**config.mk**
```make
export PLATFORM = sky130hd
export DESIGN_NAME = long_division_axi4s_requester
export DESIGN_NICKNAME = d
export VERILOG_FILES = /design/src/rtl/long_division_axi4s_requester.sv
export SDC_FILE = /design/constraint.sdc
export NUM_CORES = 1
export LEC_CHECK = 0
export BUFFER_PORTS_ARGS = -buffer_cell sky130_fd_sc_hd__buf_2
export CORE_MARGIN = 1
export CORE_UTILIZATION = 29
export CTS_CLUSTER_DIAMETER = 60
export DETAILED_ROUTE_END_ITERATION = 10
export PLACE_DENSITY = 0.6
export SYNTH_ARGS = -nofsm -noshare
export SYNTH_HDL_FRONTEND = slang
export SYNTH_SLANG_ARGS = --single-unit
```
**constraint.sdc**
```tcl
create_clock -name clk -period 5.05 [get_ports clk]
set_clock_uncertainty 0.05 [all_clocks]
set_input_delay 0.2525 -clock clk [delete_from_list [all_inputs] [get_ports clk]]
set_output_delay 0.2525 -clock clk [all_outputs]
set_load 0.01 [all_outputs]
```
**src/rtl/long_division_axi4s_requester.sv**
```systemverilog
// Client-side AXI4-S master for the long-division wrapper: serializes one
// dividend/divisor request into a two-beat packet and waits for its tagged result.
module long_division_axi4s_requester #(
  parameter int AXI_DATA_WIDTH_P = 32,
  parameter int AXI_ID_WIDTH_P   = 4,
  parameter int N_BITS_P         = 32,
  parameter int TIMEOUT_P        = 1024
) (
  input  logic                        clk,
  input  logic                        rst_n,
  input  logic                        req_valid,
  output logic                        req_ready,
  input  logic [N_BITS_P-1:0]         req_dividend,
  input  logic [N_BITS_P-1:0]         req_divisor,
  output logic                        rsp_valid,
  input  logic                        rsp_ready,
  output logic [N_BITS_P-1:0]         rsp_quotient,
  output logic                        rsp_overflow,
  output logic                        rsp_error,
  output logic                        div_tvalid,
  input  logic                        div_tready,
  output logic [AXI_DATA_WIDTH_P-1:0] div_tdata,
  output logic                        div_tlast,
  output logic [AXI_ID_WIDTH_P-1:0]   div_tid,
  input  logic                        res_tvalid,
  input  logic [AXI_DATA_WIDTH_P-1:0] res_tdata,
  input  logic                        res_tlast,
  input  logic [AXI_ID_WIDTH_P-1:0]   res_tid,
  input  logic                        res_tuser,
  output logic                        stray_pulse
);
  localparam int TW = $clog2(TIMEOUT_P + 1);

  typedef enum logic [2:0] {IDLE, SEND_DIVIDEND, SEND_DIVISOR, WAIT_RESULT, RESPOND} state_t;
  state_t state, state_nxt;

  logic [N_BITS_P-1:0]       dividend_q, divisor_q, quot_q;
  logic                      ovf_q, err_q;
  logic [AXI_ID_WIDTH_P-1:0] id_cnt, tid_q;
  logic [TW-1:0]             tmo_cnt;
  logic                      match, tmo_hit;
  logic                      unused_res;

  // tlast is always 1 on the result channel and upper tdata bits carry nothing
  assign unused_res = ^{res_tlast, res_tdata};

  assign match   = (state == WAIT_RESULT) && res_tvalid && (res_tid == tid_q);
  assign tmo_hit = (state == WAIT_RESULT) && (tmo_cnt == TW'(TIMEOUT_P - 1));

  assign div_tid      = tid_q;
  assign rsp_quotient = quot_q;
  assign rsp_overflow = ovf_q;
  assign rsp_error    = err_q;

  always_ff @(posedge clk or negedge rst_n) begin
    if (!rst_n) begin
      state      <= IDLE;
      dividend_q <= '0;
      divisor_q  <= '0;
      quot_q     <= '0;
      ovf_q      <= 1'b0;
      err_q      <= 1'b0;
      id_cnt     <= '0;
      tid_q      <= '0;
      tmo_cnt    <= '0;
    end else begin
      state <= state_nxt;
      case (state)
        IDLE: if (req_valid) begin
          dividend_q <= req_dividend;
          divisor_q  <= req_divisor;
          tid_q      <= id_cnt;
          id_cnt     <= id_cnt + 1'b1;
        end
        SEND_DIVISOR: if (div_tready) tmo_cnt <= '0;
        WAIT_RESULT: begin
          tmo_cnt <= tmo_cnt + 1'b1;
          // a match arriving on the timeout cycle still wins
          if (match) begin
            quot_q <= res_tdata[N_BITS_P-1:0];
            ovf_q  <= res_tuser;
            err_q  <= 1'b0;
          end else if (tmo_hit) begin
            quot_q <= '0;
            ovf_q  <= 1'b0;
            err_q  <= 1'b1;
          end
        end
        default: ;
      endcase
    end
  end

  always_comb begin
    state_nxt   = state;
    req_ready   = 1'b0;
    rsp_valid   = 1'b0;
    div_tvalid  = 1'b0;
    div_tdata   = '0;
    div_tlast   = 1'b0;
    stray_pulse = res_tvalid && !match;
    case (state)
      IDLE: begin
        req_ready = 1'b1;
        if (req_valid) state_nxt = SEND_DIVIDEND;
      end
      SEND_DIVIDEND: begin
        div_tvalid = 1'b1;
        div_tdata  = AXI_DATA_WIDTH_P'(dividend_q);
        if (div_tready) state_nxt = SEND_DIVISOR;
      end
      SEND_DIVISOR: begin
        div_tvalid = 1'b1;
        div_tdata  = AXI_DATA_WIDTH_P'(divisor_q);
        div_tlast  = 1'b1;
        if (div_tready) state_nxt = WAIT_RESULT;
      end
      WAIT_RESULT: if (match || tmo_hit) state_nxt = RESPOND;
      RESPOND: begin
        rsp_valid = 1'b1;
        if (rsp_ready) state_nxt = IDLE;
      end
      default: state_nxt = IDLE;
    endcase
  end
endmodule
```
**Yosys cells after proc, flatten, opt, wreduce, memory -nomap -nowiden**

Cells that the tools add are included.

- Logic and storage cells: 55
- Bits of input ports: 108
- Register bits: 120

- Reductions and logical operators: 14
- Eq/ne operators: 11
- Muxes and demuxes: 19
- $add $sub $neg: 2

Operators with widths:

| kind | number |
|---|---|
| 32-bit two-way mux | 2 |
| 32-bit case mux with 2 select lines | 1 |
| 11-bit case mux with 2 select lines | 1 |
| 3-bit two-way mux | 5 |
| 3-bit case mux with 5 select lines | 1 |
| 11-bit by 1-bit adder with 11-bit output (second input constant) | 1 |
| 11-bit by 10-bit equality test with 1-bit output (second input constant) | 1 |
| 11-bit two-way mux | 1 |
| 1-bit two-way mux | 8 |
| 2-bit inequality test (second input constant) | 4 |
| 3-bit by 2-bit equality test with 1-bit output (second input constant) | 2 |
| 2-bit AND reduction | 3 |
| 5-bit AND reduction | 1 |
| 4-bit by 1-bit adder with 4-bit output (second input constant) | 1 |
| 4-bit equality test | 1 |
| 1-bit logical AND | 4 |
| 2-bit nonzero test | 2 |
| 3-bit by 1-bit equality test with 1-bit output (second input constant) | 1 |
| 3-bit equality test (second input constant) | 1 |
| 3-bit logical NOT | 1 |
| 2-bit by 1-bit inequality test with 1-bit output (second input constant) | 1 |
| 2-bit OR reduction | 1 |
| 1-bit logical NOT | 1 |
| 1-bit logical OR | 1 |

**Depth between registers and ports, before layout**

- Word-level depth: 6
- Mapped depth: 8

**Least setup slack after synthesis**

No wires, ideal clock.

- Path type: flip-flop to flip-flop
- Start: register state[2]
- End: register divisor_q[18]
- Period minus slack after synthesis: 1.943 ns
- Cell stages (with the launch flop): 7
- Slack: 3.107 ns
- Data required time: 4.875 ns
- Arrival time: 1.768 ns
- Buffers on the path: 3
- Cell sequence: dfrtp_1 buf_2 nor3_1 and2_1 buf_2 buf_2 mux2_2

- Word-level cells in the longest chain between the ends: 2

Ends and longest elaborated chain:

| what | RTL line | source |
|---|---|---|
| start: declaration | 35 | `state_t state, state_nxt;` |
| start signal: assignment | 67 | `state <= state_nxt;` |
| 3-bit logical NOT | 68 | `case (state)` |
| 2-bit AND reduction (no line) | -- |  |
| end signal: assignment | 71 | `divisor_q <= req_divisor;` |
| end: declaration | 37 | `logic [N_BITS_P-1:0] dividend_q, divisor_q, quot_q;` |

No other way between the ends.
A chain may end at the register's enable or synchronous reset.

**Worst setup path after layout**

- Start: register state[1]
- End: output port stray_pulse

- Word-level cells in the longest chain between the ends: 5

Ends and longest elaborated chain:

| what | RTL line | source |
|---|---|---|
| 3-bit by 2-bit equality test with 1-bit output | 47 | `assign match = (state == WAIT_RESULT) && res_tvalid && (res_tid == tid_q);` |
| 1-bit logical AND (2 in a row) | 47 |  |
| 1-bit logical NOT | 101 | `stray_pulse = res_tvalid && !match;` |
| 1-bit logical AND | 101 |  |
| end: declaration | 30 | `output logic stray_pulse` |

No other way between the ends.

==> flow_summary.json <==
{
  "crit_path_end": "stray_pulse",
  "antenna_found_initial": 0,
  "cp-end-kind": "primary output",
  "period_minus_slack_ps": 2950,
  "synthesis.instances": 433,
  "cts_tree": "built",
  "synth_fp_nets": 543,
  "n_fill_cell": 1752,
  "io_pins": 183,
  "slew_headroom_pct": 15.2,
  "die_w_um": 137,
  "drt-vias-per-instance": 4.56,
  "reg2regPathDepth": 4,
  "grt_pass1_vias": 3951,
  "async_flop_share_pct": 100,
  "cp_max_fo": 34,
  "synth_ff_type": "dfrtp_1",
  "cp_num_buf_inv": 2,
  "min_from": "req_divisor[9]",
  "dp.cells": 820,
  "hold_path.class": "in -> reg",
  "grt_pass1_wl_um": 18500,
  "path_clk_slew_ps": 60,
  "ctsResizeCount": 0,
  "cp_num_cells": 6,
  "peakVddDrop_mv": 0.245,
  "cpPeakStageDelay_ps": 540,
  "status": "complete, no violations",
  "firstDrtPassIters": 4,
  "cts_post_setup_buffers_inserted": 0,
  "rr_endpoint": "rsp_quotient[10]$_DFFE_PN0P_",
  "die_height_um": 137,
  "cts_buffer_depth": 2,
  "dieArea_um2": 18900,
  "cp_data_arrival_time_ps": 2650,
  "power_leakage_nw": 3.47,
  "setup_viol": 0,
  "crit_slowest_cell": "dfrtp_1",
  "syn_area_um2": 5320,
  "avgSynthCellArea_um2": 12.3,
  "synth-edff-count": 0,
  "place_hpwl_um": 8120,
  "grt_max_degree": 76,
  "fmax_mhz": 339,
  "postRouteWirelength_um": 11800,
  "startpoint_type": "flop",
  "grt_use_total_pct": 12.7,
  "synth-seq-area-share_pct": 56.5,
  "worstMarginPinSlew_ps": 1270,
  "yosysUniqueCellTypes": 39,
  "ys_ff_latch": 120,
  "p_per_area_nw_per_um2": 602,
  "hold_buffers": 1,
  "drive_gt1_share_pct": 46.0,
  "initial_core_util_pct": 29.6,
  "ff2ff_setup_slack_ps": 2590,
  "num_vias": 3886,
  "gp_congestion": 0.735,
  "r2r_start": "state[2]$_DFFE_PN0P_",
  "required_ps": 4750,
  "cts_sinks": 120,
  "rows": 49,
  "tns_ps": 0,
  "fin_crit_sh_pct": 58.4,
  "htree_levels": 4,
  "grt-ovfl-total": 0,
  "drt_iter0_drc": 109,
  "placed_area_um2": 6390,
  "drv_cap": 0,
  "hold-worst-slack_ps": 29.9,
  "ant_nets": 0,
  "core_area_um2": 18000,
  "final_hold_viol_count": 0,
  "path_cells": "and3b_1 > nand2_2 > nor4b_4 > buf_4 > nor2b_1 > buf_2",
  "syn2layout_area_growth_pct": 31.9,
  "numCtsBuffers": 17,
  "design_area_um2": 7010,
  "nNetsFinal": 721,
  "slew_viol_final": 0,
  "wl_per_cell_um": 13.9,
  "crit_type": "reg -> out",
  "yosys_warnings": 0,
  "antennaDiodeCount": 0,
  "timing.critical_path.from": "state[1]$_DFFE_PN0P_",
  "clk_latency_ps": 400,
  "critical-path-top-delay-family": "simple AND/OR/NAND/NOR gates",
  "drcViolationCount": 0,
  "root_buffer": "clkbuf_16",
  "final_cell_count_no_fill": 853,
  "port_buffers": 181,
  "rsz0062_at_grt": "false"
}
==> through the flow <==
stage,power (W),setup WS (ps),utilization [%]
after floorplan,0.00250,3110,-
final,0.00422,2100,39.0
after global placement,0.00295,2480,35.6
after CTS,0.00429,2030,39.0
after global routing,0.00452,1890,39.0
after detailed placement,0.00302,2480,35.6
==> final cells by class <==
type / instances / area (um2) / share of cell area, %
clock buffer: 24 / 492 / 7.02
clock inverter: 8 / 118 / 1.68
timing repair buffer: 186 / 948 / 13.5
multi-input combinational: 248 / 2020 / 28.8
tap: 229 / 287 / 4.09
sequential: 120 / 3000 / 42.8
inverter: 38 / 143 / 2.03
==> report_power, final <==
part / total (W) / switching [W] / internal, W
sequential: 0.00166 / 0.000259 / 0.00141
clock: 0.00123 / 0.000409 / 0.000825
combinational: 0.00132 / 0.000654 / 0.000667
total: 0.00422 / 0.00132 / 0.00290
==> registers in the layout (all words and copies together) (netlist names) <==
register / count
state: 3
rsp_quotient: 32
tmo_cnt: 11
divisor_q: 32
div_tid: 4
id_cnt: 4
rsp_error: 1
dividend_q: 32
rsp_overflow: 1
==> cells in the final DEF (no fill, tap or decap), drive strengths merged, types with 16 or more instances in the layout <==
| cell type | Yosys | final |
|---|---|---|
| inv | 38 | 38 |
| clkbuf | 7 | 24 |
| a22o | 32 | 32 |
| dfrtp | 120 | 120 |
| buf | 20 | 185 |
| mux2i | 33 | 33 |
| mux2 | 66 | 66 |
| nand2 | 46 | 46 |
| o21ai | 16 | 16 |
==> cells in the mapped netlist (all sizes together), types with 2 or more instances <==
| cell type | number | area, um2 |
|---|---|---|
| nand3 | 5 | 25.0 |
| clkbuf | 7 | 26.3 |
| mux2i | 33 | 330 |
| nand2b | 2 | 12.5 |
| o21ai | 16 | 80.1 |
| o31ai | 4 | 30.0 |
| nor3b | 3 | 27.5 |
| ha | 2 | 25.0 |
| a22o | 32 | 280 |
| nand4 | 5 | 31.3 |
| a21oi | 5 | 25.0 |
| nor2 | 2 | 7.51 |
| nand2 | 46 | 175 |
| nand3b | 3 | 22.5 |
| inv | 38 | 143 |
| mux2 | 66 | 743 |
| nor3 | 3 | 15.0 |
| and2 | 2 | 12.5 |
| dfrtp | 120 | 3000 |
| buf | 20 | 138 |
| xnor2 | 3 | 26.3 |
| or2 | 2 | 12.5 |
| o211ai | 3 | 22.5 |
==> logic make-up (layout without fill, tap and decap cells) <==
logic type               count (synthesis)  after routing  synth area share (%)
multiplexers                            99             99                  20.2
flip-flops                             120            120                  56.5
buffers and inverters                   65            256                  5.77
adder cells (fa/ha/maj)                  2              2                 0.471
AO/OA/AOI/OAI                           64             64                  8.83
XOR/XNOR                                 4              4                 0.659
AND/OR/NAND/NOR                         79             79                  7.58
==> metal layers <==
layer  GRT usage [%]  wire length, um  vias up
li1                -                -     1859
met5               0                0        -
met1            14.0             4940     1894
met2            21.5             5810      122
met3            5.63              948       11
met4            4.46              116        0
==> worst min-delay path by stage <==
stage                                   endpoint  slack [ps]  cells after the start
floorplan                 div_tid[0]$_DFFE_PN0P_         -90                      0
detailed placement  rsp_quotient[29]$_DFFE_PN0P_         270                      1
global placement    rsp_quotient[27]$_DFFE_PN0P_         250                      1
finish                  divisor_q[9]$_DFFE_PN0P_          30                      2
CTS                    divisor_q[23]$_DFFE_PN0P_           3                      2
global route          dividend_q[12]$_DFFE_PN0P_           7                      2
Note: power is estimated with default switching activity, not from simulation.
